[src/rtl/audio_mixer_pkg.sv]
// audio_mixer_pkg: shared types, the TIA volume table and the output clamp
// used by the time-multiplexed stereo mixer (audio_mixer_tdm).
package audio_mixer_pkg;

   // Per-channel routing code as carried on ch_pan.
   typedef enum logic [1:0] {
      PAN_BOTH  = 2'b00,
      PAN_LEFT  = 2'b01,
      PAN_RIGHT = 2'b10,
      PAN_MUTE  = 2'b11
   } pan_e;

   // Mixer sequencing states.
   typedef enum logic [1:0] {
      ST_IDLE = 2'b00,
      ST_ACC  = 2'b01,
      ST_SAT  = 2'b10
   } state_e;

   localparam int TIA_TAB_N = 31;

   // Combined TIA volume (audv0 + audv1) to output level. The curve is
   // monotonic and S-shaped: it rises slowly, is steepest around the middle
   // of the range and compresses towards full scale.
   localparam logic [14:0] TIA_VOL_TABLE [0:TIA_TAB_N-1] = '{
      15'd0,     15'd500,   15'd1050,  15'd1650,  15'd2300,
      15'd3000,  15'd3750,  15'd4550,  15'd5400,  15'd6300,
      15'd7400,  15'd8800,  15'd10900, 15'd14000, 15'd17800,
      15'd21844, 15'd23800, 15'd25400, 15'd26700, 15'd27800,
      15'd28700, 15'd29450, 15'd30100, 15'd30650, 15'd31100,
      15'd31500, 15'd31850, 15'd32150, 15'd32400, 15'd32600,
      15'd32767
   };

   // Clamp a signed value into the range of an out_w-bit signed number.
   // The result is returned sign-extended to 64 bits; callers keep the low
   // out_w bits.
   function automatic logic signed [63:0] saturate(input logic signed [63:0] value,
                                                   input int                 out_w);
      logic signed [63:0] hi;
      logic signed [63:0] lo;
      hi = (64'sd1 <<< (out_w - 1)) - 64'sd1;
      lo = -(64'sd1 <<< (out_w - 1));
      if (value > hi)      return hi;
      else if (value < lo) return lo;
      else                 return value;
   endfunction

endpackage

[src/rtl/audio_mac.sv]
// audio_mac: combinational signed-sample by unsigned-gain multiply with the
// unity-gain renormalising shift. One instance is shared by all channels.
module audio_mac
   import audio_mixer_pkg::*;
#(
   parameter int IN_W   = 16,
   parameter int GAIN_W = 8
) (
   input  logic signed [IN_W-1:0]      sample,
   input  logic        [GAIN_W-1:0]    gain,
   output logic signed [IN_W+GAIN_W:0] product
);

   localparam int PROD_W = IN_W + GAIN_W + 1;

   logic signed [PROD_W-1:0] sample_ext;
   logic signed [PROD_W-1:0] gain_ext;

   // Sign-extend the sample, zero-extend the gain so the product is a plain
   // signed multiply; one extra bit of headroom keeps the full product exact.
   assign sample_ext = {{(GAIN_W + 1){sample[IN_W-1]}}, sample};
   assign gain_ext   = {{(IN_W + 1){1'b0}}, gain};

   // 2^(GAIN_W-1) is unity, so dividing by it (flooring) restores the scale.
   assign product = (sample_ext * gain_ext) >>> (GAIN_W - 1);

endmodule

[src/rtl/audio_mixer_tdm.sv]
// audio_mixer_tdm: time-multiplexed stereo mixer. Each sample_stb snapshots
// all channel inputs, then one shared multiplier scales one channel per cycle
// into wide left/right accumulators, which are rescaled and clamped into
// audio_l/audio_r.
// Optional build macro AUDIO_TIA_LUT_EN adds the tia_audv0/tia_audv1 ports and
// one extra accumulate cycle that adds the TIA volume table level to both
// sides at unity gain.
module audio_mixer_tdm
   import audio_mixer_pkg::*;
#(
   parameter int NUM_CH = 4,
   parameter int IN_W   = 16,
   parameter int GAIN_W = 8,
   parameter int OUT_W  = 16
) (
   input  logic                       clk_sys,
   input  logic                       reset,
   input  logic                       sample_stb,
   input  logic [NUM_CH*IN_W-1:0]     ch_in,
   input  logic [NUM_CH*GAIN_W-1:0]   ch_gain,
   input  logic [NUM_CH*2-1:0]        ch_pan,
   input  logic                       overrun_clr,
`ifdef AUDIO_TIA_LUT_EN
   input  logic [3:0]                 tia_audv0,
   input  logic [3:0]                 tia_audv1,
`endif
   output logic signed [OUT_W-1:0]    audio_l,
   output logic signed [OUT_W-1:0]    audio_r,
   output logic                       out_valid,
   output logic                       busy,
   output logic                       overrun
);

   localparam int PROD_W = IN_W + GAIN_W + 1;
   localparam int ACC_W  = IN_W + GAIN_W + $clog2(NUM_CH + 2) + 1;
   localparam int IDX_W  = $clog2(NUM_CH + 2);
   localparam int SHR    = (IN_W > OUT_W) ? (IN_W - OUT_W) : 0;
   localparam int SHL    = (OUT_W > IN_W) ? (OUT_W - IN_W) : 0;
`ifdef AUDIO_TIA_LUT_EN
   localparam logic [IDX_W-1:0] LAST_IDX = IDX_W'(NUM_CH);
`else
   localparam logic [IDX_W-1:0] LAST_IDX = IDX_W'(NUM_CH - 1);
`endif

   state_e                   state;
   logic [IDX_W-1:0]         idx;
   logic signed [ACC_W-1:0]  acc_l;
   logic signed [ACC_W-1:0]  acc_r;

   logic [NUM_CH*IN_W-1:0]   snap_in;
   logic [NUM_CH*GAIN_W-1:0] snap_gain;
   logic [NUM_CH*2-1:0]      snap_pan;
`ifdef AUDIO_TIA_LUT_EN
   logic [3:0]               snap_audv0;
   logic [3:0]               snap_audv1;
   logic [4:0]               tia_idx;
   logic [14:0]              tia_level;
`endif

   logic signed [IN_W-1:0]   cur_in;
   logic [GAIN_W-1:0]        cur_gain;
   pan_e                     cur_pan;
   logic signed [PROD_W-1:0] prod;
   logic signed [ACC_W-1:0]  addend;
   logic                     add_l;
   logic                     add_r;
   logic signed [OUT_W-1:0]  sat_l;
   logic signed [OUT_W-1:0]  sat_r;

   logic                     start;
   assign start = (state == ST_IDLE) && sample_stb;

   // Capture the channel inputs when a mix starts; the mix only ever reads this copy.
   always_ff @(posedge clk_sys) begin
      if (start) begin
         snap_in   <= ch_in;
         snap_gain <= ch_gain;
         snap_pan  <= ch_pan;
`ifdef AUDIO_TIA_LUT_EN
         snap_audv0 <= tia_audv0;
         snap_audv1 <= tia_audv1;
`endif
      end
   end

   // Select the channel addressed by the accumulate index for the shared MAC.
   always_comb begin
      cur_in   = '0;
      cur_gain = '0;
      cur_pan  = PAN_MUTE;
      for (int k = 0; k < NUM_CH; k++) begin
         if (idx == IDX_W'(k)) begin
            cur_in   = snap_in[k*IN_W +: IN_W];
            cur_gain = snap_gain[k*GAIN_W +: GAIN_W];
            cur_pan  = pan_e'(snap_pan[k*2 +: 2]);
         end
      end
   end

   audio_mac #(
      .IN_W   (IN_W),
      .GAIN_W (GAIN_W)
   ) u_mac (
      .sample  (cur_in),
      .gain    (cur_gain),
      .product (prod)
   );

`ifdef AUDIO_TIA_LUT_EN
   assign tia_idx   = {1'b0, snap_audv0} + {1'b0, snap_audv1};
   assign tia_level = TIA_VOL_TABLE[tia_idx];
`endif

   // Route the scaled sample (or the TIA level in its slot) to either side.
   always_comb begin
      addend = {{(ACC_W - PROD_W){prod[PROD_W-1]}}, prod};
      add_l  = (cur_pan == PAN_BOTH) || (cur_pan == PAN_LEFT);
      add_r  = (cur_pan == PAN_BOTH) || (cur_pan == PAN_RIGHT);
`ifdef AUDIO_TIA_LUT_EN
      if (idx == IDX_W'(NUM_CH)) begin
         addend = {{(ACC_W - 15){1'b0}}, tia_level};
         add_l  = 1'b1;
         add_r  = 1'b1;
      end
`endif
   end

   // Rescale the accumulators to the output width and clamp to its signed range.
   always_comb begin
      sat_l = OUT_W'(saturate(($signed({{(64 - ACC_W){acc_l[ACC_W-1]}}, acc_l}) >>> SHR) <<< SHL, OUT_W));
      sat_r = OUT_W'(saturate(($signed({{(64 - ACC_W){acc_r[ACC_W-1]}}, acc_r}) >>> SHR) <<< SHL, OUT_W));
   end

   // Mix sequencer: snapshot, accumulate one slot per cycle, then saturate and publish.
   always_ff @(posedge clk_sys or posedge reset) begin
      if (reset) begin
         state     <= ST_IDLE;
         idx       <= '0;
         acc_l     <= '0;
         acc_r     <= '0;
         busy      <= 1'b0;
         out_valid <= 1'b0;
         overrun   <= 1'b0;
         audio_l   <= '0;
         audio_r   <= '0;
      end else begin
         out_valid <= 1'b0;
         // A strobe that cannot be taken outranks a clear in the same cycle.
         if (overrun_clr)
            overrun <= 1'b0;
         if (sample_stb && (state != ST_IDLE))
            overrun <= 1'b1;

         unique case (state)
            ST_IDLE: begin
               if (sample_stb) begin
                  acc_l <= '0;
                  acc_r <= '0;
                  idx   <= '0;
                  busy  <= 1'b1;
                  state <= ST_ACC;
               end
            end
            ST_ACC: begin
               if (add_l)
                  acc_l <= acc_l + addend;
               if (add_r)
                  acc_r <= acc_r + addend;
               if (idx == LAST_IDX)
                  state <= ST_SAT;
               else
                  idx <= idx + 1'b1;
            end
            ST_SAT: begin
               audio_l   <= sat_l;
               audio_r   <= sat_r;
               out_valid <= 1'b1;
               busy      <= 1'b0;
               state     <= ST_IDLE;
            end
            default: begin
               state <= ST_IDLE;
               busy  <= 1'b0;
            end
         endcase
      end
   end

endmodule

[config.mk]
export PLATFORM = sky130hd
export DESIGN_NAME = audio_mixer_tdm
export DESIGN_NICKNAME = d
export VERILOG_FILES = /design/src/rtl/audio_mixer_pkg.sv /design/src/rtl/audio_mac.sv /design/src/rtl/audio_mixer_tdm.sv
export SDC_FILE = /design/constraint.sdc
export NUM_CORES = 1
export LEC_CHECK = 0
export ABC_AREA = 1
export BUFFER_PORTS_ARGS = -buffer_cell sky130_fd_sc_hd__buf_2
export CORE_AREA = 2 2 178 180
export CTS_BUF_LIST = sky130_fd_sc_hd__clkbuf_2 sky130_fd_sc_hd__clkbuf_4 sky130_fd_sc_hd__clkbuf_8
export CTS_CLUSTER_SIZE = 10
export DETAILED_ROUTE_END_ITERATION = 16
export DIE_AREA = 0 0 180 182
export HOLD_SLACK_MARGIN = 0.02
export MAX_ROUTING_LAYER = met4
export PLACE_DENSITY_LB_ADDON = 0.25
export SLEW_MARGIN = 20
export SYNTH_ARGS = -nofsm -noshare
export SYNTH_HDL_FRONTEND = slang
export SYNTH_SLANG_ARGS = --single-unit
[constraint.sdc]
create_clock -name clk_sys -period 20.6 [get_ports clk_sys]
set_input_delay 4.12 -clock clk_sys [delete_from_list [all_inputs] [get_ports clk_sys]]
set_output_delay 4.12 -clock clk_sys [all_outputs]
set_load 0.05 [all_outputs]
==> reports/results.ini, run 1 <==
[critical_path]
crit_required_ns = 21.02
cp-start-kind = register
crit_top_cell = inv_1
reg2reg_depth = 30
r2r_start = idx[2]
rr_endpoint = acc_l[26]
cp_slowest_cell = ha_1
cp_max_fo = 26
slowest_delay_ns = 0.80
worst-endpoint-arrival_ns = 9.90
rrSetupSlack_ns = 11.12
worstSetupPathType = reg -> reg
path_buf_inv = 7
endpoint_kind = register
crit_family = adder cells
crit_start = idx[2]

[floorplan]
start_util_pct = 49.21
ios = 143
die_h_um = 182
dieArea_um2 = 32760
die_w_um = 180
core_um2 = 30990
rows = 65

[placement]
gp_congestion = 0.9293
place_hpwl_um = 29080
dp_cells = 2313
port_buffers = 142

[cts]
clock_path_buffers = 2
insertion_delay_ns = 0.51
clkSlewWorstSetupHoldPaths_ns = 0.12
cts-htree-levels = 4
numCtsBuffers = 17
cts_setup_buffers = 0
cts_tree = done
numClockSinks = 200
ctsHoldBuffers = 0
ctsResizeCount = 0
cts-root-buf = clkbuf_8

[worst_hold_path]
hold_class = reg -> reg
min_from = audio_l[12]
hold_path_depth = 2
holdPathEnd = audio_l[12]

[global_routing]
grt_pass1_wl_um = 62040
grt_max_degree = 73
grt_busiest_layer = met2
use_met2_pct = 39.22
track_usage_pct = 24.16
overflow = 0
grt_pass1_vias = 12496
met1_usage_pct = 31.12
antenna_found_initial = 0
grtUsageMet3_pct = 2.828

[finish]
n_fill_cell = 2867
drive_above_1_share_pct = 11.79
nets = 2246
syn_to_final_growth_pct = 9.995
instances_no_fill = 2345
n_antenna_cell = 0

[synth]
yosys-top-cells-area = edfxtp_1 20%, dfrtp_1 16%, fa_1 14%, nand2_1 11%, ha_1 8.6%
synth-seq-cells = 200
synth-seq-area-share_pct = 36.24
synth_common_cells = 440 x nand2_1, 302 x inv_1, 129 x o21ai_0
synthFlopType = edfxtp_1
synthCells = 1804
synth_top_area_cell = edfxtp_1
synth.most_common_cell = nand2_1
synth_area_um2 = 15250
async_flop_share_pct = 48.00
synth_top_area_share_pct = 20.48
ys_types = 46
ys_warn_count = 0
synth_edf_count = 104
synth_nets = 2120
avgSynthCellArea_um2 = 8.452

[timing]
min_period_ns = 9.477
fin_hold_ws_ns = 0.4876
fin_skew_ns = 0.02232
worst_pin_slew_ns = 0.9671
tns_ns = 0
setup_viol = 0
hold_viol_final = 0
final_max_slew_viol_count = 0
slew-limit-headroom_pct = 35.29
rsz0062_at_grt = no
max_freq_mhz = 105.5
period_share_pct = 46.00

[routing]
first_iter_violations = 802
first_pass_iters = 5
wirelength_um = 36890
vias_per_cell = 5.238
routedWlPerCell_um = 15.73
vias = 12283
ant_nets = 0
drcViolationCount = 0

[job]
cap_viol_max_count = 0

[outcome]
status = complete, no violations

routing by layer:
layer	vias up	wire (µm)
li1	6092	-
met1	5786	16550
met2	345	17530
met3	60	1620
met4	0	1185
met5	-	0
tightest hold or removal path, delay by kind of cell (launching register included):
family	cells	cell delay, ns
flip-flops	1	0.36
AO/OA/AOI/OAI	1	0.05
AND/OR/NAND/NOR	1	0.05
metrics by stage:
step	worst slack [ns]	instance area [µm²]	utilization, %
2_1_floorplan	13.10	15250	-
3_3_place_gp	11.60	16340	52.72
3_5_place_dp	11.22	16340	52.72
4_1_cts	11.18	16760	54.08
5_1_grt	10.32	16770	54.12
6_report	11.12	16770	54.12
worst max path at each step:
| stage | end | cells after the start | slack (ns) |
|---|---|---|---|
| after detailed placement | acc_l[26] | 30 | 11.22 |
| after global routing | acc_r[26] | 32 | 10.32 |
| after CTS | acc_r[27] | 33 | 11.18 |
| final | acc_l[26] | 30 | 11.12 |
| after floorplan | acc_r[26] | 35 | 13.10 |
| after global placement | acc_r[26] | 33 | 11.60 |
layout by cell type (no fill, tap or decap), types with 3 or more instances in the layout:
cell and count:
a21oi_1 102, inv_8 5, xor2_1 27, inv_2 13, xnor2_1 13, nand2_1 440, nor3_1 14, nand4_1 11
o21bai_1 3, nand3_1 57, nand2_2 13, o22ai_1 8, buf_2 142, o21ai_0 127, fa_1 103, ha_1 105
and2_1 6, inv_1 300, nor4_1 14, o21ai_1 22, buf_4 3, clkinv_8 3, o211ai_1 12, or2_2 3
o31ai_1 5, a31oi_1 19, nand3_2 4, dfrtp_1 96, o21a_1 3, nand2_4 6, edfxtp_1 104, nor2_1 106
clkbuf_8 18, a21o_1 5
flip-flops by register name, summed over array words and instances, names as in the netlist:
name / flops
acc_l: 28
acc_r: 28
audio_l: 16
audio_r: 16
busy: 1
idx: 3
out_valid: 1
overrun: 1
snap_gain: 32
snap_in: 64
snap_pan: 8
state: 2
final cells by class:
type,instances,area (µm²),share of cell area [%]
clock inverters,14,172.7,1.030
multi-input cells,1250,8398,50.07
flip-flops and latches,200,5525,32.95
clock buffers,18,247.7,1.477
inverters,316,1191,7.102
well taps,402,503.0,2.999
repair buffers,145,733.2,4.372
logic make-up after synthesis:
| group | share of synthesized area, % |
|---|---|
| adders and majority gates | 22.14 |
| and+or+nand+nor | 18.74 |
| xor gates and xnor gates | 2.298 |
| DFF | 36.24 |
| AOI/OAI and AO/OA | 11.76 |
| buffers and inverters | 8.822 |
Power of run 1 is left out: the tool's default activity adds up to more than one toggle a clock period on the data nets, which glitch-free logic cannot reach.
==> run 2, diff against run 1 <==
ABC_AREA = 0   (was 1)
CORE_AREA = 2 2 173 175   (was 2 2 178 180)
DIE_AREA = 0 0 175 177   (was 0 0 180 182)
clock period = 8.19 ns   (was 20.6 ns; I/O delays follow)
==> reports/results.ini, run 2 <==
[timing]
final_max_slew_viol_count = 0  ; unchanged
worst_pin_slew_ns = 1.162  ; was 0.9671 ns
fin_hold_ws_ns = 0.4848  ; was 0.4876 ns
fin_skew_ns = 0.02420  ; was 0.02232 ns
rsz0062_at_grt = yes  ; was no
max_freq_mhz = 118.5  ; was 105.5 MHz
min_period_ns = 8.440  ; was 9.477 ns
hold_viol_final = 0  ; unchanged
finalWorstSetupSlack_ns = -0.2500  ; was 11.12 ns
period_share_pct = 103.1  ; was 46.00%
slew-limit-headroom_pct = 22.36  ; was 35.29%
setup_viol = 3  ; was 0

[global_routing]
grt_pass1_vias = 11775  ; was 12496
grt_max_degree = 91  ; was 73
overflow = 0  ; unchanged
grt_pass1_wl_um = 57420  ; was 62040 µm
antenna_found_initial = 0  ; unchanged
track_usage_pct = 24.07  ; was 24.16%

[cts]
clock_path_buffers = 2  ; unchanged
cts-root-buf = clkbuf_8  ; unchanged
cts_tree = done  ; unchanged
numClockSinks = 200  ; unchanged
cts-htree-levels = 4  ; unchanged
clkSlewWorstSetupHoldPaths_ns = 0.11  ; was 0.12 ns
insertion_delay_ns = 0.50  ; was 0.51 ns
numCtsBuffers = 17  ; unchanged

[finish]
layout_commonest_cell = buf_4  ; was nand2_1
fin_area_um2 = 19000  ; was 16770 µm²
regMostFlops = snap_in  ; unchanged
n_antenna_cell = 0  ; unchanged
instances_no_fill = 2190  ; was 2345
largest_reg_flops = 64  ; unchanged
drive_above_1_share_pct = 33.61  ; was 11.79%
final_cell_mix = 213 x buf_4, 158 x inv_1, 156 x nor2_1, 142 x buf_2, 108 x nand2_1  ; was 440 x nand2_1, 300 x inv_1, 142 x buf_2, 127 x o21ai_0, 106 x nor2_1
nets = 2103  ; was 2246
top_regs = snap_in: 64 flops, snap_gain: 32 flops  ; unchanged
syn_to_final_growth_pct = 32.24  ; was 9.995%
n_fill_cell = 2247  ; was 2867

[routing]
drcViolationCount = 0  ; unchanged
first_pass_iters = 5  ; unchanged
first_iter_violations = 655  ; was 802
ant_nets = 0  ; unchanged
routedWlPerCell_um = 16.29  ; was 15.73 µm
vias = 11561  ; was 12283
wirelength_um = 35680  ; was 36890 µm
vias_per_cell = 5.279  ; was 5.238

[critical_path]
r2r_start = idx[0]  ; was idx[2]
cp_slowest_cell = fa_1  ; was ha_1
crit_top_cell = fa_1  ; was inv_1
cp_max_fo = 8  ; was 26
worstSetupPathType = reg -> reg  ; unchanged
crit_end = acc_l[27]  ; was acc_l[26]
rr_endpoint = acc_l[27]  ; was acc_l[26]
cp-start-kind = register  ; unchanged
slowest_delay_ns = 0.53  ; was 0.80 ns
cp.depth = 42  ; was 30
crit_family = compound AO/OA/AOI/OAI gates  ; was adder cells
rrSetupSlack_ns = -0.25  ; was 11.12 ns
endpoint_kind = register  ; unchanged
path_buf_inv = 8  ; was 7
crit_required_ns = 8.60  ; was 21.02 ns
worst-endpoint-arrival_ns = 8.85  ; was 9.90 ns
crit_start = idx[0]  ; was idx[2]
reg2reg_depth = 42  ; was 30

[placement]
place_ws_ns = -0.6046  ; was 11.22 ns
place_area_um2 = 17100  ; was 16340 µm²
dp_cells = 2105  ; was 2313
place_hpwl_um = 26570  ; was 29080 µm
gp_congestion = 0.8932  ; was 0.9293
port_buffers = 142  ; unchanged

[synth]
async_flop_share_pct = 48.00  ; unchanged
synth-seq-cells = 200  ; unchanged
synth_edf_count = 104  ; unchanged
synth.most_common_cell = inv_1  ; was nand2_1
synth_common_cells = 173 x inv_1, 162 x nor2_1, 117 x nand2_1  ; was 440 x nand2_1, 302 x inv_1, 129 x o21ai_0
synth_top_area_share_pct = 21.73  ; was 20.48%
synth_top_area_cell = edfxtp_1  ; unchanged
synth_area_um2 = 14370  ; was 15250 µm²
synthFlopType = edfxtp_1  ; unchanged
avgSynthCellArea_um2 = 10.11  ; was 8.452 µm²
ys_warn_count = 0  ; unchanged
synth_nets = 1737  ; was 2120
ys_types = 69  ; was 46
synth-seq-area-share_pct = 38.45  ; was 36.24%
yosys-top-cells-area = edfxtp_1 22%, dfrtp_1 17%, fa_1 14%, ha_1 9.1%, inv_1 4.5%  ; was edfxtp_1 20%, dfrtp_1 16%, fa_1 14%, nand2_1 11%, ha_1 8.6%
synthCells = 1421  ; was 1804

[floorplan]
ios = 143  ; unchanged
rows = 63  ; was 65
dieArea_um2 = 30980  ; was 32760 µm²
die_w_um = 175  ; was 180 µm
die_h_um = 177  ; was 182 µm
core_um2 = 29240  ; was 30990 µm²
start_util_pct = 49.14  ; was 49.21%

[outcome]
status = complete, but fails checks  ; was complete, no violations
violations = negative setup slack

[job]
cap_viol_max_count = 0  ; unchanged

[worst_hold_path]
hold_class = reg -> reg  ; unchanged

==> run 2: changes by cell type in the layout (fill, tap and decap cells not counted), moves of 28 or more <==
cell     before  now
o21ai_0     127   54
nand3_1      57    8
a22o_1        2   36
xnor2_1      13   41
nand2_1     440  108
nor2_1      106  156
buf_4         3  213
a21oi_2       2   32
a21o_1        5   39
a21oi_1     102   46
inv_1       300  158
==> run 2: per-layer routing <==
layer | part of all wire, % | vias up | GRT usage, %
li1 | - | 5623 | -
met1 | 43 | 5554 | 29.94
met2 | 50 | 328 | 40.20
met3 | 4.3 | 56 | 3.436
met4 | 3.1 | 0 | 8.993
met5 | 0 | - | -
==> run 2: cell type report <==
cell class	count	area, µm²	area share (%)
multi-input combinational	1004	9106	47.92
sequential	200	5527	29.08
timing repair buffer	391	2850	15.00
inverter	173	651.9	3.430
tap	390	488.0	2.568
clock buffer	17	234.0	1.231
clock inverter	15	147.6	0.7769
==> run 2: tightest hold or removal path: stages (launching register included) <==
cell and delay [ns]:
dfrtp_1 0.35, nand2_1 0.05, o21ai_0 0.06
==> run 2: how the worst min path moves through the flow <==
stage	start	endpoint	slack [ns]	cells past startpoint
6_report	audio_l[3]	audio_l[3]	0.48	2
5_1_grt	audio_l[14]	audio_l[14]	0.52	2
4_1_cts	busy	busy	0.49	1
3_5_place_dp	busy	busy	0.46	1
3_3_place_gp	audio_l[8]	audio_l[8]	0.46	2
2_1_floorplan	acc_l[10]	acc_l[10]	0.47	2
==> run 2: stage by stage <==
step	utilization, %	TNS, ns
2_1_floorplan	-	-0.03599
3_3_place_gp	58.46	-2.618
3_5_place_dp	58.46	-4.292
4_1_cts	62.91	-0.7336
5_1_grt	64.99	-4.846
6_report	64.99	-0.5189
==> run 2: kinds of logic after synthesis <==
family                   after synthesis  synth area share, %
AO/OA/AOI/OAI                        344                16.30
XOR/XNOR                              61                3.813
adder cells (fa/ha/maj)              208                23.49
buffers and inverters                217                5.764
flip-flops                           200                38.45
multiplexers                           2               0.1567
AND/OR/NAND/NOR                      389                12.03
==> run 2: repair_timing <==
item                       in CTS  in global routing
resized for setup             116                 97
hold buffers                    0                  0
buffers inserted               35                 19
setup endpoints to repair      17                 29
gates cloned                    4                  0
pin swaps                      60                 79
Power of run 2 is left out for the same reason.
